<file path="config.mk">
export PLATFORM = sky130hd
export DESIGN_NAME = simple_dma_controller
export DESIGN_NICKNAME = d
export VERILOG_FILES = /design/src/rtl/simple_dma_pkg.sv /design/src/rtl/simple_dma_timeout.sv /design/src/rtl/simple_dma_controller.sv
export SDC_FILE = /design/constraint.sdc
export NUM_CORES = 1
export LEC_CHECK = 0
export ABC_AREA = 1
export BUFFER_PORTS_ARGS = -buffer_cell sky130_fd_sc_hd__buf_4
export CORE_ASPECT_RATIO = 1.25
export CORE_MARGIN = 5
export CORE_UTILIZATION = 50
export CTS_CLUSTER_SIZE = 40
export DETAILED_ROUTE_END_ITERATION = 8
export PLACE_DENSITY = 0.79
export SYNTH_ARGS = -nofsm -noshare
export SYNTH_HDL_FRONTEND = slang
export SYNTH_HIERARCHICAL = 1
export SYNTH_SLANG_ARGS = --single-unit
</file>
<file path="constraint.sdc">
create_clock -name clk -period 5.8 [get_ports clk]
set_clock_uncertainty 0.2 [all_clocks]
set_input_delay 1.16 -clock clk [delete_from_list [all_inputs] [get_ports clk]]
set_output_delay 1.16 -clock clk [all_outputs]
set_load 0.05 [all_outputs]
</file>
<file path="src/rtl/simple_dma_pkg.sv">
// Shared definitions for the simple DMA engine: state encoding and
// memory write-enable codes.
package simple_dma_pkg;

    typedef enum logic [2:0] {
        ST_IDLE = 3'd0,
        ST_LOAD = 3'd1,
        ST_WAIT = 3'd2,
        ST_MEM  = 3'd3,
        ST_ACK  = 3'd4,
        ST_DONE = 3'd5
    } dma_state_e;

    localparam int         TIMEOUT_DEFAULT = 16;
    localparam logic [1:0] MEM_WE_WRITE    = 2'b11;
    localparam logic [1:0] MEM_WE_READ     = 2'b00;

endpackage

</file>
<file path="src/rtl/simple_dma_timeout.sv">
// Wait-cycle counter for one memory access; flags expiry on the
// TIMEOUT-th consecutive cycle without mem_ready.
module simple_dma_timeout
    import simple_dma_pkg::*;
#(
    parameter int TIMEOUT = TIMEOUT_DEFAULT
) (
    input  logic clk,
    input  logic reset_n,
    input  logic clear,
    input  logic enable,
    output logic expired
);

    logic [7:0] cnt_q;
    logic [7:0] cnt_d;

    always_comb begin
        cnt_d = cnt_q;
        if (clear) begin
            cnt_d = 8'd0;
        end else if (enable) begin
            cnt_d = cnt_q + 8'd1;
        end
    end

    always_ff @(posedge clk or negedge reset_n) begin
        if (!reset_n) begin
            cnt_q <= 8'd0;
        end else begin
            cnt_q <= cnt_d;
        end
    end

    // The FSM leaves MEM when this fires, so the counter never wraps.
    assign expired = enable && !clear && (cnt_q == 8'(TIMEOUT - 1));

endmodule

</file>
<file path="src/rtl/simple_dma_controller.sv">
// Memory-side DMA engine: moves words between one device and the memory
// DMA port with a per-word dev_ack/dma_ack handshake.
module simple_dma_controller
    import simple_dma_pkg::*;
#(
    parameter int TIMEOUT = TIMEOUT_DEFAULT
) (
    input  logic        clk,
    input  logic        reset_n,
    input  logic        dma_rqst,
    input  logic        dma_rd_wr,
    input  logic [15:0] dma_start_address,
    input  logic [15:0] dma_num_words,
    input  logic [15:0] dev_out,
    input  logic        dev_ack,
    output logic [15:0] dev_in,
    output logic        dma_ack,
    output logic        dma_end_flag,
    output logic        dma_error_flag,
    output logic [14:0] mem_addr,
    output logic [15:0] mem_din,
    output logic        mem_en,
    output logic [1:0]  mem_we,
    input  logic [15:0] mem_dout,
    input  logic        mem_ready,
    input  logic        mem_resp
);

    dma_state_e  state_q, state_d;
    logic [15:0] cur_addr_q, cur_addr_d;
    logic [15:0] count_q, count_d;
    logic        dir_q, dir_d;
    logic        pend_q, pend_d;
    logic        err_q, err_d;
    logic [15:0] mem_din_q, mem_din_d;
    logic [15:0] dev_in_q, dev_in_d;
    logic        expired;

    simple_dma_timeout #(.TIMEOUT(TIMEOUT)) u_timeout (
        .clk     (clk),
        .reset_n (reset_n),
        .clear   (state_q != ST_MEM),
        .enable  ((state_q == ST_MEM) && !mem_ready),
        .expired (expired)
    );

    always_comb begin
        state_d    = state_q;
        cur_addr_d = cur_addr_q;
        count_d    = count_q;
        dir_d      = dir_q;
        pend_d     = pend_q | dev_ack;
        err_d      = 1'b0;
        mem_din_d  = mem_din_q;
        dev_in_d   = dev_in_q;

        case (state_q)
            ST_IDLE: begin
                if (dma_rqst) state_d = ST_LOAD;
            end
            ST_LOAD: begin
                cur_addr_d = dma_start_address & 16'hFFFE;
                count_d    = dma_num_words;
                dir_d      = dma_rd_wr;
                if (!dma_rqst)                   state_d = ST_IDLE;
                else if (dma_num_words == 16'd0) state_d = ST_DONE;
                else                             state_d = ST_WAIT;
            end
            ST_WAIT: begin
                if (!dma_rqst) begin
                    state_d = ST_IDLE;
                end else if (pend_q || dev_ack) begin
                    state_d = ST_MEM;
                    pend_d  = 1'b0;
                    if (!dir_q) mem_din_d = dev_out;
                end
            end
            ST_MEM: begin
                if ((mem_ready && mem_resp) || expired) begin
                    state_d = ST_DONE;
                    err_d   = 1'b1;
                end else if (mem_ready) begin
                    if (!dma_rqst) begin
                        state_d = ST_IDLE;
                    end else begin
                        state_d = ST_ACK;
                        if (dir_q) dev_in_d = mem_dout;
                    end
                end
            end
            ST_ACK: begin
                count_d    = count_q - 16'd1;
                cur_addr_d = cur_addr_q + 16'd2;
                // A read's dev_ack is still held from the word just done and is
                // stale; a write pulse caught during MEM belongs to the next word.
                pend_d     = dir_q ? 1'b0 : pend_q;
                if (!dma_rqst)              state_d = ST_IDLE;
                else if (count_q == 16'd1)  state_d = ST_DONE;
                else                        state_d = ST_WAIT;
            end
            ST_DONE: begin
                if (!dma_rqst) state_d = ST_IDLE;
            end
            default: state_d = ST_IDLE;
        endcase
    end

    always_ff @(posedge clk or negedge reset_n) begin
        if (!reset_n) begin
            state_q    <= ST_IDLE;
            cur_addr_q <= 16'd0;
            count_q    <= 16'd0;
            dir_q      <= 1'b0;
            pend_q     <= 1'b0;
            err_q      <= 1'b0;
            mem_din_q  <= 16'd0;
            dev_in_q   <= 16'd0;
        end else begin
            state_q    <= state_d;
            cur_addr_q <= cur_addr_d;
            count_q    <= count_d;
            dir_q      <= dir_d;
            pend_q     <= pend_d;
            err_q      <= err_d;
            mem_din_q  <= mem_din_d;
            dev_in_q   <= dev_in_d;
        end
    end

    assign mem_en         = (state_q == ST_MEM);
    assign mem_addr       = mem_en ? cur_addr_q[15:1] : 15'd0;
    assign mem_we         = (mem_en && !dir_q) ? MEM_WE_WRITE : MEM_WE_READ;
    assign mem_din        = mem_din_q;
    assign dev_in         = dev_in_q;
    assign dma_ack        = (state_q == ST_ACK);
    assign dma_end_flag   = (state_q == ST_DONE);
    assign dma_error_flag = err_q;

endmodule

</file>
# Word-level counts from Yosys, hierarchy flattened
# Cells that the tools add are included.
# op_classes
add_sub_neg	3
eq_ne	13
n_mux	24
bitwise	3
reduce_logical	17
# op_table
operator	n
one-hot mux 16 bit (2 select lines)	2
2-to-1 mux 3 bit	11
one-hot mux 3 bit (6 select lines)	1
adder 16 x 2 -> 16 bit (second input constant)	1
equality test 16 x 1 -> 1 bit (second input constant)	1
logical NOT 16 bit	1
2-to-1 mux 8 bit	2
subtractor 16 x 1 -> 16 bit (second input constant)	1
2-to-1 mux 15 bit	1
adder 8 x 1 -> 8 bit (second input constant)	1
equality test 8 x 4 -> 1 bit (second input constant)	1
AND reduction 4 bit	2
equality test 3 x 2 -> 1 bit (second input constant)	2
equality test 3 bit (second input constant)	2
logical AND 1 bit	5
2-to-1 mux 1 bit	5
AND reduction 5 bit	1
!= test 2 bit (second input constant)	2
nonzero test 2 bit	2
equality test 3 x 1 -> 1 bit (second input constant)	1
logical NOT 1 bit	3
logical NOT 3 bit	1
!= test 3 x 1 -> 1 bit (second input constant)	1
!= test 3 x 2 -> 1 bit (second input constant)	1
7 further kinds	9
# word_totals
ff_bits	78
input_bits	71
out_inout_bits	53
wordCells	69

# Logic depth before layout (Yosys ltp)
# depth
depth_word	7
mapped_depth	13
depth_no_buf	12

# Cells and area by module
# Netlist, hierarchy kept.
# modules_own_cells
module	n_inst	cells_per_inst	area_each_um2	seq_area_each_um2
simple_dma_controller	1	480	3801.1	1726.7
simple_dma_timeout	1	54	415.4	200.2

# Least setup slack after synthesis
# OpenSTA, ideal clock, no wires.
# synth_timing
path_type	reg-to-output
startpoint	register state_q[2]
endpoint	output mem_we[1]
arrival_ps	1865
t_required_ps	4440
path_slack_ps	2575
stages_incl_launch_ff	6
path_cell_list	dfrtp_1 -> inv_1 -> nand3_1 -> buf_4 -> nor2_1 -> buf_4
# synth_via
elab_chain_len	3
# synth_lines
element	line	source
start, declared	simple_dma_controller.sv:29	dma_state_e state_q, state_d;
start signal, assigned	simple_dma_controller.sv:119	state_q <= state_d;
equality test 3 x 2 -> 1 bit	simple_dma_controller.sv:130	assign mem_en = (state_q == ST_MEM);
logical AND 1 bit	simple_dma_controller.sv:132	assign mem_we = (mem_en && !dir_q) ? MEM_WE_WRITE : MEM_WE_READ;
2-to-1 mux 2 bit	simple_dma_controller.sv:132	
end, declared	simple_dma_controller.sv:23	output logic [1:0] mem_we,
# No other way between the ends.

# Final worst setup path
# layout_timing
startpoint	register state_q[1]
endpoint	output dma_ack
# layout_via
elab_chain_len	1
# layout_lines
element	line	source
equality test 3 bit	simple_dma_controller.sv:135	assign dma_ack = (state_q == ST_ACK);
end, declared	simple_dma_controller.sv:17	output logic dma_ack,
# No other way between the ends.

==> results.ini <==
[routing]
avgViaCountPerCell=5.25
detail-route-antenna-nets=0
wirelength_mm=11.0
avgRoutedWirePerCell_um=14.6
drt_iter0_drc=253
vias=3945
drc_errors=0
dr.pass1.iters=5

[clock_network]
post_cts_buffers=0
clock-sinks=77
postCtsHoldBufs=0
cts.repair.resized=0
h-tree-depth=3
cts.reportedPaths.clkPinSlew_ns=0.08
clkLatencyLatePin_ns=0.36
root_buffer=clkbuf_8
cts_made_buffers=9
cts_buffer_depth=2
cts_tree=done

[power]
total_power_uw=2820
p_per_area_mw_per_mm2=527
p_leak_uw=0.00275
ir_drop_v=0.000307

[place]
gp_congestion=0.920
dp_hpwl_mm=7.97
portBuffers=122
dpl_cell_area_sq_mm=0.00515
dpl.cell_count=736

[setup_path]
reg2regPathDepth=12
cp_max_fo=33
crit_arrival_ns=2.43
required_ns=4.44
worstSetupStartpointType=flop
cpPeakStageDelay_ns=0.64
cp_cell_sequence=nor2_1 > nand2_1 > inv_2 > buf_4
crit_path_end_kind=output port
critPathKind=flop to output port
slowest_stage=inv_2

[grt]
grt_use_total=0.215
grt_antenna_before_repair=0
grt_pass1_wl_mm=18.1
grt_pass1_vias=3937
gr-total-overflow=0
grt_max_degree=78

[finish]
final_area_sq_mm=0.00535
fin_cells=751
syn_to_final_growth_pct=26.9
layout-drive-gt1-share=0.257
final_nets=725
diodes=0

[yosys]
yosys_warnings=6
postSynthCellCount=534
yosys-mux-area-fraction=0.0516
synth.distinct_cells=36
synth-simple-area-share=0.315
ys.flop_type=dfrtp_1
synth_edf_count=0
synth_seq_cells=77
synth_compound_area_frac=0.0742
synth_xor_area_frac=0.0187
synthesis.nets=609
synth_top_family_by_area=simple AND/OR/NAND/NOR gates
ys_seq_area_frac=0.457
syn_area_sq_mm=0.00422
synth.avg_cell_area_sq_um=7.90
synth_async_sr_flop_share=1.00
synth_fa_ha_area_frac=0.0119

[sta]
tns_ns=0
worst_pin_slew_ns=1.03
rsz0062_at_grt=no
setup_viol=0
drv_slew=0
hold_violations=0
finalCritPeriodShare=0.653
post-route-min-period_ns=3.79
fmax_mhz=264
max_slew_margin=0.314
timing.hold.ws_ns=0.280

[floorplan]
fp.dieW_um=92.1
die_area_sq_mm=0.0104
floorplan.initialDensity=0.512
ios=124
core.rowCount=37
chipHeight_um=113
coreArea_sq_mm=0.00824

[min_path]
min_path_type=flop to flop
holdPathStages=2

[run_status]
status=complete, no violations

[flow_run]
drv_cap=0

-- cells in the mapped netlist (2+ instances only) --
master | n | area (sq um)
a21oi_1 | 14 | 70.1
buf_2 | 12 | 60.1
buf_4 | 3 | 22.5
buf_6 | 2 | 22.5
dfrtp_1 | 77 | 1930
ha_1 | 4 | 50.1
inv_1 | 50 | 188
inv_2 | 2 | 7.51
mux2_2 | 6 | 67.6
mux2_4 | 10 | 150
nand2_1 | 139 | 522
nand2_2 | 2 | 12.5
nand3_1 | 54 | 270
nand4_1 | 5 | 31.3
nor2_1 | 87 | 327
nor2_4 | 4 | 45.0
nor3_1 | 9 | 45.0
nor3b_1 | 2 | 15.0
o211ai_1 | 11 | 82.6
o21ai_0 | 11 | 55.1
o22ai_1 | 6 | 37.5
o31ai_1 | 2 | 15.0
xor2_1 | 9 | 78.8
-- per-layer routing --
layer	share of wire	wire length [um]	vias up	track usage
li1	-	-	1955	-
met1	0.40	4430	1834	0.260
met2	0.51	5560	132	0.358
met3	0.064	702	24	0.0590
met4	0.025	273	0	0.0961
met5	0	0	-	0
-- state kept, by name, indices dropped and copies added (netlist names) --
signal,cells
count_q,16
cur_addr_q,15
dev_in,16
dir_q,1
dma_error_flag,1
mem_din,16
pend_q,1
state_q,3
u_timeout/cnt_q,8
-- metrics by stage --
stage | setup slack (ns) | util
after floorplan | 2.57 | -
after global placement | 2.29 | 0.625
after detailed placement | 2.17 | 0.625
after CTS | 2.02 | 0.649
after global routing | 1.81 | 0.649
final | 2.01 | 0.649
-- cell families (layout without fill, tap and decap cells) --
family	after synthesis	count (layout)
AO/OA/AOI/OAI	51	51
XOR/XNOR	9	9
adder cells (fa/ha/maj)	4	4
buffers and inverters	70	190
flip-flops	77	77
multiplexers	16	16
AND/OR/NAND/NOR	307	307
-- critical path: cells and delay by family, from the launching register on --
kind / cells / cell delay [ns]
simple gates: 2 / 0.67
buf+inv: 2 / 0.95
flops: 1 / 0.44
-- worst paths after layout --
kind                                                   end  slack (ns)              startpoint
max in group asynchronous          mem_din[11]$_DFFE_PN0P_        4.00                 reset_n
worst min register to register      dev_in[15]$_DFFE_PN0P_        0.28  dev_in[15]$_DFFE_PN0P_
min in group asynchronous       cur_addr_q[15]$_DFFE_PN0P_        0.73                 reset_n
worst max register to register      state_q[1]$_DFFE_PN0P_        2.07  state_q[2]$_DFFE_PN0P_
worst min-delay path                dev_in[15]$_DFFE_PN0P_        0.28  dev_in[15]$_DFFE_PN0P_
worst max-delay path                               dma_ack        2.01  state_q[1]$_DFFE_PN0P_
-- cell usage in the layout, fill, tap and decap left out, drive strengths merged --
master / instances
a21oi: 15
a22oi: 1
a31oi: 1
buf: 123
bufinv: 1
clkbuf: 9
clkinv: 2
clkinvlp: 1
dfrtp: 77
ha: 4
inv: 54
mux2: 16
nand2: 142
nand3: 55
nand4: 5
nor2: 91
nor3: 10
nor3b: 2
nor4: 1
o211ai: 11
o21ai: 12
o21bai: 1
o221ai: 1
o22ai: 6
o31ai: 2
o32ai: 1
or2: 1
xor2: 9
-- layout make-up --
cell class | count | area, sq um
multi-input cells | 387 | 1990
fillers | 713 | 2890
well taps | 97 | 121
inverters | 52 | 195
clock buffers | 9 | 124
clock inverters | 6 | 72.6
flip-flops and latches | 77 | 1930
repair buffers | 123 | 923
-- where the power goes --
group / internal, uW / switching, uW / leakage (uW)
Combinational: 476 / 1000 / 0.00167
Clock: 201 / 210 / 0.0000963
Sequential: 764 / 168 / 0.000975
Total: 1440 / 1380 / 0.00275
Note: power is estimated with default switching activity, not from simulation.
